File: src/rtl/i2cmb_wb_responder.sv
`timescale 1ns/1ps
// ----------------------------------------------------------------------------
// i2cmb_wb_responder
//
// Behavioural Wishbone slave that stands in for the I2CMB controller. It
// exposes the CSR, DPR, CMDR and FSMR registers. It runs every byte-level
// command through a fixed-latency IDLE -> BUSY -> DONE engine and raises an
// interrupt on completion, so the wb driver, the predictor and the CMDR
// assertions can run without the real controller.
//
// Ports
//   clk_i   in   1           clock
//   rst_i   in   1           asynchronous active-high reset
//   cyc_i   in   1           bus cycle
//   stb_i   in   1           strobe
//   we_i    in   1           write enable
//   adr_i   in   ADDR_WIDTH  0 CSR, 1 DPR, 2 CMDR, 3 FSMR
//   dat_i   in   DATA_WIDTH  write data (bits [7:0] used)
//   dat_o   out  DATA_WIDTH  read data, valid while ack_o=1
//   ack_o   out  1           single-cycle acknowledge
//   irq_o   out  1           command-complete interrupt
// ----------------------------------------------------------------------------
module i2cmb_wb_responder #(
  parameter int         ADDR_WIDTH  = 2,
  parameter int         DATA_WIDTH  = 8,
  parameter int         NUM_BUSES   = 16,
  parameter int         CMD_LATENCY = 8,
  parameter logic [7:0] NAK_BYTE    = 8'hFF
) (
  input  logic                  clk_i,
  input  logic                  rst_i,
  input  logic                  cyc_i,
  input  logic                  stb_i,
  input  logic                  we_i,
  input  logic [ADDR_WIDTH-1:0] adr_i,
  input  logic [DATA_WIDTH-1:0] dat_i,
  output logic [DATA_WIDTH-1:0] dat_o,
  output logic                  ack_o,
  output logic                  irq_o
);

  typedef enum logic [1:0] {
    ST_IDLE = 2'd0,
    ST_BUSY = 2'd1,
    ST_DONE = 2'd2
  } state_e;

  localparam int               CNT_W    = $clog2(CMD_LATENCY + 1);
  // BUSY is entered on the accept edge itself, so counting up to CMD_LATENCY
  // (not CMD_LATENCY-1) places DONE at accept + CMD_LATENCY + 1.
  localparam logic [CNT_W-1:0] CNT_LAST = CNT_W'(CMD_LATENCY);

  localparam logic [1:0] A_CSR  = 2'd0;
  localparam logic [1:0] A_DPR  = 2'd1;
  localparam logic [1:0] A_CMDR = 2'd2;
  localparam logic [1:0] A_FSMR = 2'd3;

  state_e                  state_q;
  logic [CNT_W-1:0]        cnt_q;
  logic                    e_q, ie_q, cap_q;
  logic [3:0]              bus_id_q;
  logic [7:0]              dpr_q, rd_cnt_q;
  logic                    don_q, nak_q, err_q;
  logic [2:0]              cmd_q;
  logic                    ack_q, irq_q, rd_cmdr_q;
  logic [DATA_WIDTH-1:0]   dat_q;
  logic [7:0]              rd_data_d;

  logic [1:0] adr;
  logic       req, wr, rd, abort, cmdr_rd_ack;

  assign adr   = adr_i[1:0];
  // A new request is only taken while ack_o is low, giving the two-cycle
  // minimum transfer and a single-cycle ack.
  assign req   = cyc_i & stb_i & ~ack_q;
  assign wr    = req & we_i;
  assign rd    = req & ~we_i;
  assign abort = wr && (adr == A_CSR) && !dat_i[7];
  // The ack cycle of a CMDR read: irq clears on the edge that ends it.
  assign cmdr_rd_ack = ack_q & rd_cmdr_q;

  assign dat_o = dat_q;
  assign ack_o = ack_q;
  assign irq_o = irq_q;

  // NOTE: every variable written in always_comb gets a default first so no
  // latch is inferred on paths that do not assign it.
  always_comb begin
    rd_data_d = 8'h00;
    case (adr)
      A_CSR:   rd_data_d = {e_q, ie_q, cap_q, cap_q, bus_id_q};
      A_DPR:   rd_data_d = dpr_q;
      A_CMDR:  rd_data_d = {don_q, nak_q, 1'b0, err_q, 1'b0, cmd_q};
      A_FSMR:  rd_data_d = {6'b0, state_q};
      default: rd_data_d = 8'h00;
    endcase
  end

  // NOTE: sequential state uses non-blocking assignments only; where two
  // assignments to the same register land on one edge, the later one in this
  // block wins, which is how bus writes take priority over the engine below.
  always_ff @(posedge clk_i or posedge rst_i) begin
    if (rst_i) begin
      state_q   <= ST_IDLE;
      cnt_q     <= '0;
      e_q       <= 1'b0;
      ie_q      <= 1'b0;
      cap_q     <= 1'b0;
      bus_id_q  <= 4'h0;
      dpr_q     <= 8'h00;
      rd_cnt_q  <= 8'h00;
      don_q     <= 1'b1;
      nak_q     <= 1'b0;
      err_q     <= 1'b0;
      cmd_q     <= 3'b000;
      ack_q     <= 1'b0;
      irq_q     <= 1'b0;
      rd_cmdr_q <= 1'b0;
      dat_q     <= '0;
    end else begin
      ack_q     <= req;
      rd_cmdr_q <= rd && (adr == A_CMDR);
      if (rd) dat_q <= DATA_WIDTH'(rd_data_d);
      if (cmdr_rd_ack) irq_q <= 1'b0;

      // Command engine
      case (state_q)
        ST_BUSY: begin
          if (cnt_q == CNT_LAST) state_q <= ST_DONE;
          else                   cnt_q   <= cnt_q + CNT_W'(1);
        end
        ST_DONE: begin
          // A CMDR read ack in the DONE cycle holds DONE one more cycle, so
          // the irq clear and irq set never land on the same edge. An abort
          // discards the result entirely.
          if (!cmdr_rd_ack && !abort) begin
            state_q <= ST_IDLE;
            don_q   <= 1'b1;
            if (ie_q) irq_q <= 1'b1;
            case (cmd_q)
              3'b100: cap_q <= 1'b1;
              3'b101: cap_q <= 1'b0;
              3'b010: begin
                if (!cap_q)                 err_q <= 1'b1;
                else if (dpr_q == NAK_BYTE) nak_q <= 1'b1;
              end
              3'b000, 3'b001: begin
                if (!cap_q) err_q <= 1'b1;
                else begin
                  dpr_q    <= rd_cnt_q;
                  rd_cnt_q <= rd_cnt_q + 8'd1;
                end
              end
              3'b011: begin
                if (32'(dpr_q) < NUM_BUSES) bus_id_q <= dpr_q[3:0];
                else                        err_q    <= 1'b1;
              end
              3'b110:  ;
              default: err_q <= 1'b1;
            endcase
          end
        end
        default: ;
      endcase

      // Register writes, effective on the edge that raises ack_o
      if (wr) begin
        case (adr)
          A_CSR: begin
            e_q  <= dat_i[7];
            ie_q <= dat_i[6];
            if (abort) begin
              state_q <= ST_IDLE;
              cap_q   <= 1'b0;
              irq_q   <= 1'b0;
              don_q   <= 1'b1;
              nak_q   <= 1'b0;
              err_q   <= 1'b0;
              cmd_q   <= 3'b000;
            end
          end
          A_DPR: dpr_q <= dat_i[7:0];
          A_CMDR: begin
            if (e_q && (state_q == ST_IDLE)) begin
              cmd_q   <= dat_i[2:0];
              don_q   <= 1'b0;
              nak_q   <= 1'b0;
              err_q   <= 1'b0;
              cnt_q   <= '0;
              state_q <= ST_BUSY;
            end
          end
          default: ;
        endcase
      end
    end
  end

endmodule

File: config.mk
export PLATFORM = sky130hd
export DESIGN_NAME = i2cmb_wb_responder
export DESIGN_NICKNAME = d
export VERILOG_FILES = /design/src/rtl/i2cmb_wb_responder.sv
export SDC_FILE = /design/constraint.sdc
export NUM_CORES = 1
export LEC_CHECK = 0
export CAP_MARGIN = 20
export CORE_MARGIN = 3
export CORE_UTILIZATION = 49
export DETAILED_ROUTE_END_ITERATION = 10
export PLACE_DENSITY = 0.83
export REMOVE_ABC_BUFFERS = 1
export SLEW_MARGIN = 10
export SYNTH_ARGS = -nofsm -noshare
export SYNTH_HDL_FRONTEND = slang
export SYNTH_SLANG_ARGS = --single-unit
File: constraint.sdc
create_clock -name clk_i -period 2.53 [get_ports clk_i]
set_input_delay 0.3795 -clock clk_i [delete_from_list [all_inputs] [get_ports clk_i]]
set_output_delay 0.3795 -clock clk_i [all_outputs]
set_load 0.01 [all_outputs]
==> results.json, run 1 <==
{
  "grt_max_degree": 47,
  "slew_headroom_pct": 53.0,
  "pwr-share-comb_pct": 26.7,
  "grt-ovfl-total": 0,
  "cts_resized": 0,
  "r2r-start": "dpr_q[6]",
  "async_flop_share_pct": 100,
  "worst_pin_slew_ps": 702,
  "postCtsSetupBuffers": 0,
  "ys_seq_area_share_pct": 49.3,
  "grt_pass1_wl_mm": 8.38,
  "crit_path_max_fanout": 14,
  "cts_num_sinks": 46,
  "setup_viol": 0,
  "worstPathRequired_ps": 2730,
  "routedWlPerCell_um": 15.0,
  "synth_area_sq_um": 2340,
  "yosysTopAreaCellShare_pct": 48.2,
  "crit_type": "input port to flop",
  "synthTopCellsByArea": "dfrtp_1 48%, mux2i_1 4.7%, nor2_1 4.2%, nand2_1 3.7%, o21ai_0 3.4%",
  "dp_hpwl_mm": 3.49,
  "yosysWarnings": 0,
  "synth_edf_count": 0,
  "startpoint": "adr_i[0]",
  "setup_tns_ps": 0,
  "finalWeightedCongestion": 0.904,
  "port_buffers": 24,
  "dr.pass1.iters": 4,
  "cts_max_path_buffers": 2,
  "worst_hold_path_type": "flop to flop",
  "antennaDiodeCount": 0,
  "htree_levels": 2,
  "startpoint_type": "input port",
  "power_per_cell_area_nw_per_um2": 757,
  "rsz0062_at_grt": "false",
  "vias": 1851,
  "synth_commonest_cells": "45 x dfrtp_1, 26 x nor2_1, 23 x nand2_1",
  "synth.most_common_cell": "dfrtp_1",
  "pre_cts_slack_ps": 289,
  "end_kind": "flop",
  "power_frac_seq_pct": 50.7,
  "cts.clk_slew.worst_paths_ps": 90,
  "die_h_um": 75.0,
  "reg2reg_to": "bus_id_q[2]",
  "clk_latency_ps": 310,
  "cts_tree": "built",
  "fill_cells": 377,
  "drive_gt1_share_pct": 12.0,
  "wirelength_mm": 4.78,
  "antenna_found_initial": 0,
  "fin_ws_ps": 616,
  "yosys_most_used_dff": "dfrtp_1",
  "routed_via_density": 5.82,
  "numCtsBuffers": 5,
  "first_global_vias": 1791,
  "drc": 0,
  "die_area_sq_um": 5630,
  "worstPathArrival_ps": 2110,
  "skew_ps": 11.5,
  "pwr-share-clk_pct": 22.6,
  "cts-root-buf": "clkbuf_8",
  "status": "finished, final reports clean",
  "row_count": 24,
  "pin_count": 25,
  "die_x_um": 75.0,
  "postSynthCellCount": 235,
  "finalNetCount": 286,
  "r2r_slack_ps": 620,
  "crit_end": "rd_cnt_q[1]",
  "core_area_sq_um": 4470,
  "initial_core_util_pct": 52.2,
  "maxSlewViolCount": 0,
  "drv_cap": 0,
  "hold_viol": 0,
  "irDropWorstVdd_mv": 0.285,
  "synth_cell_type_count": 41,
  "p_sw_uw": 687,
  "areaGrowthSynthToFinish_pct": 18.2,
  "ant_nets": 0,
  "reg2reg_depth": 4,
  "period_minus_slack_ps": 1910,
  "timing.fmax_mhz": 523,
  "syn-mean-instance-area_sq_um": 9.94,
  "yosys_register_bits": 46,
  "power.leakage_uw": 0.00120,
  "grtUsageTotal_pct": 19.7,
  "fin_crit_sh_pct": 75.6,
  "holdBufCountCts": 0,
  "internal-power_uw": 1400,
  "synth_top_area_cell": "dfrtp_1",
  "drt-initial-drc-count": 174,
  "switching_share_pct": 32.9
}
through the flow:
step,total power [uW],cells,hold slack [ps],instance area [sq um],utilization [%]
final,2090,318,475,2760,61.7
after global routing,2250,318,510,2760,61.7
after CTS,2100,318,481,2760,61.7
after detailed placement,1630,310,463,2670,59.6
after global placement,1600,310,458,2670,59.6
after floorplan,1390,226,441,2300,-
how the worst min path moves through the flow:
stage | to | slack [ps] | from | cells past startpoint
after detailed placement | dat_o[1] | 460 | dat_o[1] | 2
after global routing | dat_o[0] | 510 | dat_o[0] | 2
final | dat_o[0] | 470 | dat_o[0] | 2
after global placement | dat_o[0] | 460 | dat_o[0] | 2
after floorplan | rd_cnt_q[7] | 440 | rd_cnt_q[7] | 1
after CTS | dat_o[0] | 480 | dat_o[0] | 2
power groups by stage:
| stage | combinational (uW) | clock, uW | sequential, uW |
|---|---|---|---|
| 2_1_floorplan | 352 | 0 | 1040 |
| 3_3_place_gp | 541 | 0 | 1060 |
| 3_5_place_dp | 560 | 0 | 1070 |
| 4_1_cts | 562 | 478 | 1060 |
| 5_1_grt | 641 | 518 | 1090 |
| 6_report | 557 | 472 | 1060 |
critical path, stage by stage:
cell,delay [ps]
clkdlybuf4s50_1,440
or3_1,460
o211ai_4,400
nor2_1,140
mux2_2,290
metal layers:
metal / up-vias / routed length (um) / share of wire (%) / GRT usage (%)
met5: - / 0 / 0 / 0
met3: 10 / 334 / 7.0 / 4.94
met2: 77 / 2160 / 45 / 30.8
li1: 889 / - / - / -
met4: 0 / 99 / 2.1 / 6.72
met1: 875 / 2180 / 46 / 26.8
area by class of cell:
class	instances	area [sq um]	share of cell area [%]
Timing Repair Buffer	32	300	10.9
Tap cell	52	65.1	2.36
Sequential cell	46	1150	41.7
Clock buffer	7	86.3	3.13
Multi-Input combinational cell	170	1110	40.2
Inverter	10	37.5	1.36
Clock inverter	1	8.76	0.317
cell families (layout without fill, tap and decap cells):
logic type,count (synthesis),in the layout,share of synthesized area (%)
flops,46,46,49.3
buf+inv,19,50,3.16
compound gates,49,49,12.5
xor+xnor,9,9,3.37
mux,20,20,10.0
simple gates,86,86,18.4
fa+ha+maj,6,6,3.21
placed cells by master (no fill, tap or decap), types with 6 or more instances in the layout:
| cell | Yosys | final |
|---|---|---|
| clkdlybuf4s50_1 | 0 | 24 |
| buf_4 | 0 | 8 |
| dfrtp_1 | 45 | 45 |
| o21ai_0 | 16 | 16 |
| nor2_1 | 26 | 26 |
| mux2i_1 | 11 | 11 |
| nand2_1 | 23 | 23 |
| mux2_2 | 7 | 7 |
| a21oi_1 | 15 | 15 |
| a31oi_1 | 11 | 11 |
| inv_1 | 10 | 9 |
| nor3_1 | 6 | 6 |
| clkbuf_8 | 0 | 6 |
| ha_1 | 6 | 6 |
registers in the layout, summed over array words and instances, names as in the netlist:
signal / count
state_q: 2
cnt_q: 4
nak_q: 1
e_q: 1
rd_cnt_q: 8
cap_q: 1
dat_o: 8
irq_o: 1
cmd_q: 3
dpr_q: 8
rd_cmdr_q: 1
err_q: 1
ack_o: 1
ie_q: 1
don_q: 1
bus_id_q: 4
Power figures use the tool's default switching activity.
==> run 2: changes to the inputs <==
==> constraint.sdc (replaced) <==
create_clock -name clk_i -period 1.8 [get_ports clk_i]
set_input_delay 0.27 -clock clk_i [delete_from_list [all_inputs] [get_ports clk_i]]
set_output_delay 0.27 -clock clk_i [all_outputs]
set_load 0.01 [all_outputs]
==> run 2 against run 1 <==
Net effect:
- the flow now finishes with violations (setup timing)
- final area up 4.3%
- clock skew fell by 2.2 ps
- routed wire length rose by 9.9%
- sequential share of layout area decreased by 1.7 points
- first-iteration DRC count is 5.2% lower
- core utilization up 2.7 points
- global-route usage increased by 1.2 points
- highest routed layer unchanged
==> results.json, run 2 (synthesis results as in run 1) <==
{
  "drv_cap": 0,
  "numCtsBuffers": 5,
  "maxSlewViolCount": 0,
  "cts_resized": 1,
  "hold_ws_ps": 321,
  "finalNetCount": 300,
  "fill_cells": 382,
  "crit_path_max_fanout": 4,
  "antenna_found_initial": 0,
  "power_per_cell_area_nw_per_um2": 1050,
  "status": "complete, but fails checks",
  "timing.fmax_mhz": 513,
  "cts_num_sinks": 46,
  "postCtsSetupBuffers": 0,
  "grtUsageTotal_pct": 20.9,
  "grt-ovfl-total": 0,
  "fin_crit_sh_pct": 108,
  "reg2reg_depth": 4,
  "fin_ws_ps": -148,
  "wirelength_mm": 5.25,
  "drt-initial-drc-count": 165,
  "worstPathRequired_ps": 1990,
  "die_h_um": 75.0,
  "startpoint_type": "flop",
  "hold_viol": 0,
  "power.leakage_uw": 0.00127,
  "dp_hpwl_mm": 3.91,
  "grt_pass1_wl_mm": 8.79,
  "pin_count": 25,
  "r2r_slack_ps": -150,
  "grt_max_degree": 47,
  "reg2reg_to": "bus_id_q[1]",
  "core_area_sq_um": 4470,
  "final_util_pct": 64.3,
  "cts-root-buf": "clkbuf_8",
  "skew_ps": 9.32,
  "routed_via_density": 5.76,
  "port_buffers": 24,
  "worst_hold_path_type": "input port to async pin",
  "antennaDiodeCount": 0,
  "holdBufCountCts": 0,
  "areaGrowthSynthToFinish_pct": 23.2,
  "finalWeightedCongestion": 0.918,
  "cts_max_path_buffers": 2,
  "drive_gt1_share_pct": 17.5,
  "ant_nets": 0,
  "drc": 0,
  "setup_viol": 4,
  "htree_levels": 2,
  "clk_latency_ps": 310,
  "end_kind": "flop",
  "die_area_sq_um": 5630,
  "r2r-start": "dpr_q[6]",
  "vias": 1913,
  "worst_pin_slew_ps": 450,
  "row_count": 24,
  "irDropWorstVdd_mv": 0.419,
  "first_global_vias": 1852,
  "period_minus_slack_ps": 1950,
  "dr.pass1.iters": 4,
  "final_common_cell": "dfrtp_1",
  "initial_core_util_pct": 52.2,
  "rsz0062_at_grt": "true",
  "crit_type": "flop to flop",
  "cts.clk_slew.worst_paths_ps": 90,
  "slew_headroom_pct": 70.0,
  "violations": "setup timing",
  "layout_common_cells": "45 x dfrtp_1, 26 x nor2_1, 24 x clkdlybuf4s50_1",
  "worstPathArrival_ps": 2140,
  "routedWlPerCell_um": 15.8,
  "die_x_um": 75.0,
  "cts_tree": "built"
}
## run 2: final cells by class
type	instances	area, sq um	share of cell area [%]
sequential	46	1150	40.0
tap	52	65.1	2.26
clock inverter	3	21.3	0.739
inverter	10	37.5	1.30
multi-input combinational	170	1120	38.8
clock buffer	5	68.8	2.39
timing repair buffer	46	418	14.5
## run 2: per-layer routing
metal	up-vias	track usage, %	part of all wire [%]
met4	0	7.11	1.8
met5	-	0	0
met2	76	33.7	48
met1	911	28.2	43
met3	9	4.41	7.1
li1	917	-	-
## run 2: where the power goes
part / internal (uW) / leakage, uW / switching, uW
registers: 1270 / 0.000586 / 203
clock network: 273 / 0.0000441 / 362
logic: 454 / 0.000640 / 457
## run 2: how the worst max path moves through the flow
stage / depth (start not counted) / endpoint / from / slack, ps
after floorplan: 4 / bus_id_q[0] / dpr_q[6] / 3
after global placement: 5 / dpr_q[3] / adr_i[0] / -210
after detailed placement: 5 / dpr_q[4] / adr_i[0] / -290
after CTS: 4 / bus_id_q[0] / dpr_q[6] / -150
after global routing: 4 / bus_id_q[0] / dpr_q[6] / -180
final: 4 / bus_id_q[1] / dpr_q[6] / -150
## run 2: metrics by stage
step	std cells	setup WS (ps)	TNS (ps)	total power, uW	instance area, sq um
after floorplan	226	3.33	0	1960	2300
after global placement	324	-213	-4110	2340	2780
after detailed placement	324	-287	-4930	2390	2780
after CTS	332	-152	-589	3030	2880
after global routing	332	-178	-749	3220	2880
final	332	-148	-567	3020	2880
## run 2: critical path, stage by stage, from the launching register on
cell and delay, ps:
dfrtp_1 390, or4_4 540, or3_4 370, nor2_4 170
mux2_2 360
==> run 3: changes to the inputs <==
--- a/config.mk
+++ b/config.mk
@@ -15,3 +15,4 @@
 export SYNTH_ARGS = -nofsm -noshare
 export SYNTH_HDL_FRONTEND = slang
 export SYNTH_SLANG_ARGS = --single-unit
+export TNS_END_PERCENT = 50
==> results of run 3 <==
No change in the layout: final DEF, timing and power equal those of run 2.
